File: src/rtl/div_seq.sv
// -----------------------------------------------------------------------------
// div_seq: sequential divider back end for the MIPS DIV/DIVU path.
//
// Takes a divide request, forms operand magnitudes for the external align
// stage, waits ALIGN_WAIT cycles for the aligned divisor, then does one
// restoring shift-subtract iteration per cycle and applies the MIPS sign
// rules. The quotient is presented on lo and the remainder on hi.
//
// Ports
//   clk        clock, all state on the rising edge
//   rst_n      asynchronous active-low reset
//   start      request strobe, sampled only while idle
//   sgn        1 = DIV (signed), 0 = DIVU
//   dva, dvb   dividend / divisor
//   al_rst     one-cycle load strobe to the align stage
//   al_a, al_b |dividend|, |divisor| to the align stage, held while busy
//   al_shiftb  aligned divisor returned by the align stage
//   busy       operation in progress
//   done       one-cycle pulse, hi/lo valid from this cycle
//   hi, lo     remainder / quotient, held until the next accepted start
// -----------------------------------------------------------------------------
module div_seq #(
    parameter int unsigned ALIGN_WAIT = 18
) (
    input  logic        clk,
    input  logic        rst_n,
    input  logic        start,
    input  logic        sgn,
    input  logic [31:0] dva,
    input  logic [31:0] dvb,
    output logic        al_rst,
    output logic [31:0] al_a,
    output logic [31:0] al_b,
    input  logic [31:0] al_shiftb,
    output logic        busy,
    output logic        done,
    output logic [31:0] hi,
    output logic [31:0] lo
);

    typedef enum logic [2:0] {
        S_IDLE,
        S_ALIGN,
        S_DIV,
        S_FIX,
        S_DONE
    } state_t;

    state_t      r_state;
    logic        r_sgn;
    logic [31:0] r_dva;
    logic        r_dvb_neg;
    logic        r_dbz;
    logic [31:0] r_ma;
    logic [31:0] r_mb;
    logic [31:0] r_d;
    logic [31:0] r_r;
    logic [31:0] r_q;
    logic [31:0] r_cnt;
    logic        r_al_rst;
    logic        r_busy;
    logic        r_done;
    logic [31:0] r_hi;
    logic [31:0] r_lo;

    // Magnitudes of the incoming operands; -0x80000000 wraps to itself,
    // which is the correct unsigned magnitude.
    logic [31:0] w_ma;
    logic [31:0] w_mb;
    logic        w_ge;
    logic [31:0] w_q_fix;
    logic [31:0] w_r_fix;

    assign w_ma = (sgn && dva[31]) ? (32'd0 - dva) : dva;
    assign w_mb = (sgn && dvb[31]) ? (32'd0 - dvb) : dvb;
    assign w_ge = (r_r >= r_d);

    // Sign fix-up. On divide-by-zero the quotient stays all ones and the
    // remainder is the original dividend (re-negating |dva| restores it).
    assign w_q_fix = (r_sgn && !r_dbz && (r_dva[31] ^ r_dvb_neg)) ? (32'd0 - r_q) : r_q;
    assign w_r_fix = r_dbz                 ? r_dva :
                     (r_sgn && r_dva[31])  ? (32'd0 - r_r) : r_r;

    // NOTE: every register, result outputs included, is cleared by the
    // asynchronous reset so that no partial result survives an abort.
    always_ff @(posedge clk or negedge rst_n) begin
        if (!rst_n) begin
            r_state   <= S_IDLE;
            r_sgn     <= 1'b0;
            r_dva     <= '0;
            r_dvb_neg <= 1'b0;
            r_dbz     <= 1'b0;
            r_ma      <= '0;
            r_mb      <= '0;
            r_d       <= '0;
            r_r       <= '0;
            r_q       <= '0;
            r_cnt     <= '0;
            r_al_rst  <= 1'b0;
            r_busy    <= 1'b0;
            r_done    <= 1'b0;
            r_hi      <= '0;
            r_lo      <= '0;
        end else begin
            // NOTE: non-blocking assignments throughout, so every branch
            // below reads the values held at the start of the cycle.
            case (r_state)
                S_IDLE: begin
                    if (start) begin
                        r_sgn     <= sgn;
                        r_dva     <= dva;
                        r_dvb_neg <= dvb[31];
                        r_ma      <= w_ma;
                        r_mb      <= w_mb;
                        r_busy    <= 1'b1;
                        if (w_mb == 32'd0) begin
                            r_q     <= 32'hFFFF_FFFF;
                            r_r     <= w_ma;
                            r_dbz   <= 1'b1;
                            r_state <= S_FIX;
                        end else if (w_ma < w_mb) begin
                            r_q     <= '0;
                            r_r     <= w_ma;
                            r_dbz   <= 1'b0;
                            r_state <= S_FIX;
                        end else begin
                            r_dbz    <= 1'b0;
                            r_al_rst <= 1'b1;
                            r_cnt    <= 32'd1;
                            r_state  <= S_ALIGN;
                        end
                    end
                end

                S_ALIGN: begin
                    r_al_rst <= 1'b0;
                    if (r_cnt >= ALIGN_WAIT) begin
                        r_d     <= al_shiftb;
                        r_r     <= r_ma;
                        r_q     <= '0;
                        r_cnt   <= 32'd1;
                        r_state <= S_DIV;
                    end else begin
                        r_cnt <= r_cnt + 32'd1;
                    end
                end

                S_DIV: begin
                    if (w_ge) begin
                        r_r <= r_r - r_d;
                    end
                    r_q <= {r_q[30:0], w_ge};
                    // Stop once the divisor has been walked back to |dvb|;
                    // the iteration cap guards against a bad align result.
                    if (r_d == r_mb || r_cnt >= 32'd32) begin
                        r_state <= S_FIX;
                    end else begin
                        r_d   <= r_d >> 1;
                        r_cnt <= r_cnt + 32'd1;
                    end
                end

                S_FIX: begin
                    r_lo    <= w_q_fix;
                    r_hi    <= w_r_fix;
                    r_busy  <= 1'b0;
                    r_done  <= 1'b1;
                    r_state <= S_DONE;
                end

                S_DONE: begin
                    r_done  <= 1'b0;
                    r_state <= S_IDLE;
                end

                default: r_state <= S_IDLE;
            endcase
        end
    end

    assign al_rst = r_al_rst;
    assign al_a   = r_ma;
    assign al_b   = r_mb;
    assign busy   = r_busy;
    assign done   = r_done;
    assign hi     = r_hi;
    assign lo     = r_lo;

endmodule

File: config.mk
export PLATFORM = sky130hd
export DESIGN_NAME = div_seq
export DESIGN_NICKNAME = d
export VERILOG_FILES = /design/src/rtl/div_seq.sv
export SDC_FILE = /design/constraint.sdc
export NUM_CORES = 1
export LEC_CHECK = 0
export BUFFER_PORTS_ARGS = -buffer_cell sky130_fd_sc_hd__buf_4
export CELL_PAD_IN_SITES_DETAIL_PLACEMENT = 0
export CELL_PAD_IN_SITES_GLOBAL_PLACEMENT = 2
export CORE_ASPECT_RATIO = 0.75
export CORE_UTILIZATION = 36
export CTS_CLUSTER_DIAMETER = 150
export DETAILED_ROUTE_END_ITERATION = 8
export PLACE_DENSITY_LB_ADDON = 0.1
export SLEW_MARGIN = 20
export SYNTH_ARGS = -nofsm -noshare
export SYNTH_HDL_FRONTEND = slang
export SYNTH_SLANG_ARGS = --single-unit
File: constraint.sdc
create_clock -name clk -period 3.77 [get_ports clk]
set_clock_uncertainty 0.15 [all_clocks]
set_input_delay 0.9425 -clock clk [delete_from_list [all_inputs] [get_ports clk]]
set_output_delay 0.9425 -clock clk [all_outputs]
set_load 0.01 [all_outputs]
==> impl_metrics.sql, run 1 <==
INSERT INTO impl_metrics (metric_group, metric, value, unit) VALUES
('timing', 'finalWorstSetupSlack', '-1.50', 'ns'),
('clocking', 'numCtsBuffers', '35', ''),
('flow_run', 'drv.max_cap_violation_count', '0', ''),
('status', 'outcome', 'finished, violations left', ''),
('synthesis', 'syn_nets', '2342', ''),
('hold_path', 'hp-class', 'in2async', ''),
('die', 'design.die.area', '0.0520', 'mm²'),
('routing', 'number_of_iterations_in_the_first_detailed_routing_pass', '8', ''),
('pwr', 'pwr_total', '23.1', 'mW'),
('die', 'floorplan.initialDensity', '36.6', '%'),
('placement', 'post-dp-hpwl', '56900', 'µm'),
('synthesis', 'synth_commonest_cells', '439 x sky130_fd_sc_hd__nand2_1, 296 x sky130_fd_sc_hd__dfrtp_1, 191 x sky130_fd_sc_hd__o21ai_0, 166 x sky130_fd_sc_hd__nor2_1, 120 x sky130_fd_sc_hd__xnor2_1', ''),
('layout', 'postLayoutCoreUtil', '51.2', '%'),
('status', 'violations', 'negative setup slack', ''),
('routing', 'drt_iter0_drc', '1660', ''),
('global_route', 'first_pass_grt_wire_length', '109000', 'µm'),
('timing', 'finalHoldViolCount', '0', ''),
('setup_path', 'setup.worst_path.start_class', 'primary input', ''),
('global_route', 'first_global_vias', '17574', ''),
('timing', 'fin_crit_sh', '140', '%'),
('setup_path', 'critical_setup_path_kind', 'in2reg', ''),
('global_route', 'grt-ovfl-total', '0', ''),
('pwr', 'power.leakage', '12.5', 'nW'),
('setup_path', 'reg2regPathDepth', '15', ''),
('synthesis', 'yosys.cell_types.count', '74', ''),
('synthesis', 'post-synth-top-area-fraction', '40.3', '%'),
('timing', 'worst-slew-pin-transition', '0.910', 'ns'),
('die', 'design.core.area', '0.0503', 'mm²'),
('synthesis', 'synth-async-reset-ratio', '100', '%'),
('global_route', 'antenna_found_initial', '1', ''),
('clocking', 'post_cts_hold_buffer_count', '0', ''),
('timing', 'layout_min_cycle_time', '5.27', 'ns'),
('synthesis', 'number_of_flops_mapped_to_enable_cells_by_yosys', '0', ''),
('routing', 'detail_route.drc_violations', '0', ''),
('clocking', 'cts_sinks', '296', ''),
('die', 'std_cell_rows', '71', ''),
('clocking', 'clk_pin_slew', '0.06', 'ns'),
('global_route', 'grt_usage', '27.9', '%'),
('clocking', 'cts-root-to-sink-buffers', '3', ''),
('timing', 'report.final.setup_viol', '98', ''),
('setup_path', 'worstPathRequired', '4.05', 'ns'),
('timing', 'finalMaxSlewViolations', '0', ''),
('placement', 'place_ws', '-2.08', 'ns'),
('synthesis', 'synth_top_cell_by_area', 'sky130_fd_sc_hd__dfrtp_1', ''),
('routing', 'dr_total_vias', '18093', ''),
('synthesis', 'synthesis.area_per_instance', '8.47', 'µm²'),
('synthesis', 'postSynthRegisterBits', '296', ''),
('synthesis', 'netlist_instances', '2172', ''),
('setup_path', 'critical_path.startpoint', 'dva[9]', ''),
('setup_path', 'setup.reg_to_reg.worst_slack', '-0.51', 'ns'),
('timing', 'max_freq', '190', 'MHz'),
('timing', 'maxSlewHeadroom', '38.5', '%'),
('layout', 'layout-drive-gt1-share', '30.2', '%'),
('routing', 'ant_nets', '0', ''),
('die', 'fp.dieH', '198', 'µm'),
('synthesis', 'post_synth_instance_area', '0.0184', 'mm²'),
('layout', 'flow.area_growth_from_synthesis', '40.1', '%'),
('die', 'pin_count', '231', ''),
('setup_path', 'end_kind', 'flop', ''),
('routing', 'post_drt_via_cell_ratio', '5.32', ''),
('clocking', 'cts.root.buffer_cell', 'sky130_fd_sc_hd__clkbuf_16', ''),
('clocking', 'worst_skew_pair.late_latency', '0.55', 'ns'),
('setup_path', 'library_cell_contributing_the_largest_single_delay_on_the_critical_path', 'sky130_fd_sc_hd__or4b_4', ''),
('setup_path', 'worst_r2r_startpoint', 'r_d[9]', ''),
('routing', 'wl_per_cell', '21.7', 'µm'),
('synthesis', 'yosys_warnings', '0', ''),
('routing', 'totalWireLength', '74000', 'µm'),
('die', 'die_width', '263', 'µm'),
('timing', 'grt_setup_unrepaired', 'yes', ''),
('pwr', 'worst_ir_drop_vdd', '0.545', 'mV'),
('layout', 'finalInstanceArea', '0.0258', 'mm²');
==> worst max path at each step <==
stage                           end  slack (ns)  cells after the start
after CTS                    r_r[8]       -1.42                     19
after global routing      r_cnt[30]       -1.58                     21
after global placement       r_r[2]       -2.01                     19
after floorplan             r_r[27]       -1.64                     18
final                        r_r[8]       -1.50                     19
after detailed placement    r_q[24]       -2.08                     19
==> kinds of logic after synthesis <==
family	share of synthesized area (%)
AO/OA/AOI/OAI	17.2
XOR/XNOR	8.38
adder cells (fa/ha/maj)	4.80
buffers and inverters	4.41
flip-flops	40.3
multiplexers	4.50
AND/OR/NAND/NOR	20.4
==> layer usage <==
metal  vias up  GRT usage (%)  wire length, µm
li1       8710              -                -
met1      8731           40.7            35500
met2       548           39.8            30400
met3       102           8.15             6380
met4         2           7.06             1670
met5         -           1.40               34
==> cells in the final DEF (no fill, tap or decap), drive strengths merged, types with 8 or more instances in the layout <==
cell type | synthesis | layout
a22oi | 8 | 8
nand3 | 21 | 21
and3 | 20 | 23
mux2 | 62 | 62
nand2b | 12 | 12
a41oi | 15 | 15
nand4 | 28 | 28
nand2 | 439 | 439
a221oi | 10 | 10
a21o | 33 | 33
and2 | 19 | 19
and4 | 9 | 9
o31ai | 12 | 12
buf | 17 | 625
clkinv | 1 | 10
or3 | 17 | 17
dfrtp | 296 | 296
inv | 82 | 83
a21oi | 115 | 115
o221ai | 16 | 16
nor4 | 25 | 25
clkbuf | 103 | 53
o21ai | 192 | 192
mux2i | 13 | 13
ha | 69 | 69
nor2b | 15 | 15
xnor2 | 120 | 120
or4 | 14 | 14
a31oi | 53 | 53
nor2 | 166 | 166
o41ai | 14 | 14
nor3 | 30 | 30
xor2 | 56 | 56
==> report_power, final <==
group	internal [mW]	switching (mW)
Clock	1.99	1.41
Sequential	4.43	1.37
Combinational	6.39	7.50
==> layout make-up <==
| type | instances | area, µm² |
|---|---|---|
| repair buffers | 629 | 5130 |
| inverters | 83 | 312 |
| flip-flops and latches | 296 | 7410 |
| fillers | 4890 | 24500 |
| multi-input cells | 1677 | 11000 |
| clock buffers | 49 | 1000 |
| clock inverters | 12 | 125 |
| well taps | 657 | 822 |
| diodes | 1 | 2.50 |
==> timing repair <==
item | in CTS | in global routing
gates cloned | 9 | 5
gates resized for setup | 46 | 85
buffers inserted | 14 | 14
pin swaps | 16 | 36
endpoints found under the setup margin | 99 | 99
==> worst max-delay path, delay by kind of cell <==
family                   cells  cell delay [ns]
buffers and inverters        3             0.39
XOR/XNOR                     1             0.12
adder cells (fa/ha/maj)      1             0.34
AO/OA/AOI/OAI                7             1.33
multiplexers                 1             0.34
AND/OR/NAND/NOR              6             2.07
==> per-stage QoR <==
step	std cells	hold WS, ns
3_3_place_gp	3301	0.309
5_1_grt	3403	0.304
6_report	3404	0.249
3_5_place_dp	3301	0.313
4_1_cts	3384	0.289
2_1_floorplan	2172	0.296
==> state kept, by name (all words and copies together), names as in the netlist, 3 cells and up <==
| name | cells |
|---|---|
| al_b | 32 |
| al_a | 31 |
| r_cnt | 32 |
| r_q | 32 |
| hi | 32 |
| r_r | 32 |
| lo | 32 |
| r_dva | 32 |
| r_state | 3 |
| r_d | 32 |
Power figures use the tool's default switching activity.
==> inputs of run 2 (changes only) <==
--- a/config.mk
+++ b/config.mk
@@ -12,7 +12,7 @@
 export CORE_UTILIZATION = 36
 export CTS_CLUSTER_DIAMETER = 150
 export DETAILED_ROUTE_END_ITERATION = 8
-export PLACE_DENSITY_LB_ADDON = 0.1
+export PLACE_DENSITY_LB_ADDON = 0.12
 export SLEW_MARGIN = 20
 export SYNTH_ARGS = -nofsm -noshare
 export SYNTH_HDL_FRONTEND = slang
==> impl_metrics.sql, run 2 (synthesis results as in run 1) <==
INSERT INTO impl_metrics (metric_group, metric, value, unit) VALUES
('routing', 'detail_route.drc_violations', '0', ''),
('die', 'design.die.area', '0.0520', 'mm²'),
('setup_path', 'worst_r2r_startpoint', 'r_d[0]', ''),
('clocking', 'tritoncts', 'done', ''),
('status', 'outcome', 'finished, violations left', ''),
('setup_path', 'end_kind', 'flop', ''),
('timing', 'finalWorstSetupSlack', '-1.38', 'ns'),
('setup_path', 'critical_path.startpoint', 'dva[9]', ''),
('layout', 'final_common_cell', 'sky130_fd_sc_hd__buf_4', ''),
('global_route', 'grt_max_degree', '91', ''),
('status', 'violations', 'negative setup slack', ''),
('clocking', 'post_cts_hold_buffer_count', '0', ''),
('placement', 'portBuffers', '230', ''),
('routing', 'drt_iter0_drc', '1544', ''),
('setup_path', 'path_max_fanout', '4', ''),
('routing', 'number_of_iterations_in_the_first_detailed_routing_pass', '5', ''),
('setup_path', 'library_cell_contributing_the_largest_single_delay_on_the_critical_path', 'sky130_fd_sc_hd__or4b_4', ''),
('clocking', 'numCtsBuffers', '36', ''),
('die', 'std_cell_rows', '71', ''),
('placement', 'post-dp-hpwl', '56500', 'µm'),
('die', 'die_width', '263', 'µm'),
('timing', 'worst-slew-pin-transition', '1.32', 'ns'),
('clocking', 'ctsHtreeMaxLevel', '2', ''),
('routing', 'dr_total_vias', '18231', ''),
('clocking', 'clk_pin_slew', '0.06', 'ns'),
('setup_path', 'setup.reg_to_reg.worst_slack', '-0.49', 'ns'),
('placement', 'placed_cells', '3304', ''),
('timing', 'report.final.setup_viol', '99', ''),
('global_route', 'first_pass_grt_wire_length', '110000', 'µm'),
('setup_path', 'worstPathRequired', '4.05', 'ns'),
('global_route', 'antenna_found_initial', '3', ''),
('setup_path', 'reg2regPathDepth', '16', ''),
('setup_path', 'setup.worst_path.start_class', 'primary input', ''),
('layout', 'instances_no_fill', '3397', ''),
('timing', 'max_freq', '194', 'MHz'),
('routing', 'ant_nets', '0', ''),
('routing', 'totalWireLength', '74100', 'µm'),
('layout', 'layout-drive-gt1-share', '29.9', '%'),
('timing', 'hold_slack', '0.156', 'ns'),
('layout', 'flow.area_growth_from_synthesis', '39.7', '%'),
('pwr', 'worst_ir_drop_vdd', '0.366', 'mV'),
('placement', 'place.gp.congestion', '0.901', ''),
('timing', 'maxSlewHeadroom', '11.8', '%'),
('layout', 'num-nets-final', '2887', ''),
('clocking', 'worst_skew_pair.late_latency', '0.56', 'ns'),
('clocking', 'cts.root.buffer_cell', 'sky130_fd_sc_hd__clkbuf_16', ''),
('die', 'floorplan.initialDensity', '36.6', '%'),
('flow_run', 'drv.max_cap_violation_count', '0', ''),
('placement', 'place_ws', '-2.11', 'ns'),
('timing', 'finalHoldViolCount', '0', ''),
('global_route', 'first_global_vias', '17557', ''),
('setup_path', 'critical_setup_path_kind', 'in2reg', ''),
('layout', 'commonest_cells_after_routing_fill_and_taps_aside', '587 x sky130_fd_sc_hd__buf_4, 436 x sky130_fd_sc_hd__nand2_1, 295 x sky130_fd_sc_hd__dfrtp_1', ''),
('layout', 'finalInstanceArea', '0.0257', 'mm²'),
('die', 'fp.dieH', '198', 'µm'),
('placement', 'placedInstanceArea', '0.0235', 'mm²'),
('timing', 'grt_setup_unrepaired', 'yes', ''),
('die', 'pin_count', '231', ''),
('setup_path', 'crit_path_end', 'r_q[24]', ''),
('pwr', 'pwr_density_cell', '906', 'mW/mm²'),
('clocking', 'cts_sinks', '296', ''),
('global_route', 'grt-ovfl-total', '0', ''),
('timing', 'layout_min_cycle_time', '5.15', 'ns'),
('hold_path', 'hp-class', 'in2async', ''),
('die', 'design.core.area', '0.0503', 'mm²'),
('pwr', 'power.leakage', '12.5', 'nW'),
('clocking', 'cts-root-to-sink-buffers', '3', ''),
('routing', 'wl_per_cell', '21.8', 'µm'),
('routing', 'post_drt_via_cell_ratio', '5.37', ''),
('timing', 'fin_crit_sh', '137', '%'),
('setup_path', 'critical_path.cell_chain', 'buf_6 -> or4_4 -> or4_4 -> or4b_4 -> nor3_4 -> nand2_2 -> o31ai_4 -> xnor2_2 -> ha_1 -> a21o_1 -> a21o_1 -> a21oi_2 -> o211ai_1 -> a31o_2 -> and2_4 -> o21ai_4 -> buf_12 -> buf_4 -> buf_16 -> mux2_2', ''),
('setup_path', 'crit_path_max_incr_delay', '0.56', 'ns'),
('setup_path', 'worst-endpoint-arrival', '5.43', 'ns'),
('global_route', 'grt_usage', '28.0', '%'),
('setup_path', 'crit-reg2reg-capture', 'r_r[3]', ''),
('timing', 'finalMaxSlewViolations', '0', '');
==> run 2: changes by cell type in the layout (fill, tap and decap cells not counted), moves of 5 or more <==
cell	previous run	this run
sky130_fd_sc_hd__mux2_4	49	54
sky130_fd_sc_hd__clkinv_2	8	3
sky130_fd_sc_hd__nor2_2	16	9
sky130_fd_sc_hd__mux2_1	8	1
sky130_fd_sc_hd__nor2_1	148	156
==> run 2: worst max-delay path, delay by kind of cell <==
kind	cells	cell delay [ns]
compound gates	7	1.18
xor+xnor	1	0.11
fa+ha+maj	1	0.31
buf+inv	4	0.48
mux	1	0.32
simple gates	6	2.08
==> run 2: worst min path at each step <==
stage / cells after the start / slack (ns) / startpoint / to
floorplan: 2 / 0.30 / r_dva[10] / r_dva[10]
global placement: 2 / 0.31 / r_dva[23] / r_dva[23]
detailed placement: 2 / 0.31 / r_dva[9] / r_dva[9]
CTS: 1 / 0.19 / rst_n / r_d[14]
global route: 1 / 0.20 / rst_n / r_d[14]
finish: 1 / 0.16 / rst_n / r_d[14]
==> run 2: final cells by class <==
| class | instances | area (µm²) |
|---|---|---|
| fillers | 4796 | 24600 |
| multi-input cells | 1677 | 11000 |
| flip-flops and latches | 296 | 7410 |
| repair buffers | 623 | 5060 |
| clock buffers | 53 | 1070 |
| well taps | 657 | 822 |
| inverters | 83 | 312 |
| clock inverters | 6 | 68.8 |
| diodes | 2 | 5.00 |
==> run 2: metal layers <==
layer  GRT usage, %  wire (µm)  vias up
li1               -          -     8703
met1           42.1      36600     8967
met2           41.6      31400      497
met3           5.76       5280       64
met4           4.59        837        0
met5              0          0        -
==> run 2: power breakdown <==
group / leakage [nW] / switching [mW] / internal (mW) / total [mW]
clock: 0.555 / 1.43 / 2.02 / 3.46
combinational: 8.15 / 7.53 / 6.45 / 14.0
sequential: 3.76 / 1.41 / 4.43 / 5.84
total: 12.5 / 10.4 / 12.9 / 23.3
==> run 2: timing repair <==
action                                 CTS  global route
gates cloned                            11             4
gates resized for setup                 63            69
buffers inserted                        12             8
setup endpoints to repair               99            99
pin swaps                               12            37
endpoints found under the hold margin    0             0
==> run 2: stage by stage <==
stage / setup TNS (ns) / util [%] / power [mW]
floorplan: -147.84 / - / 12.8
global placement: -187.29 / 46.7 / 18.1
detailed placement: -196.39 / 46.7 / 18.3
CTS: -123.26 / 50.1 / 22.7
global route: -140.95 / 51.1 / 24.8
finish: -126.97 / 51.1 / 23.3
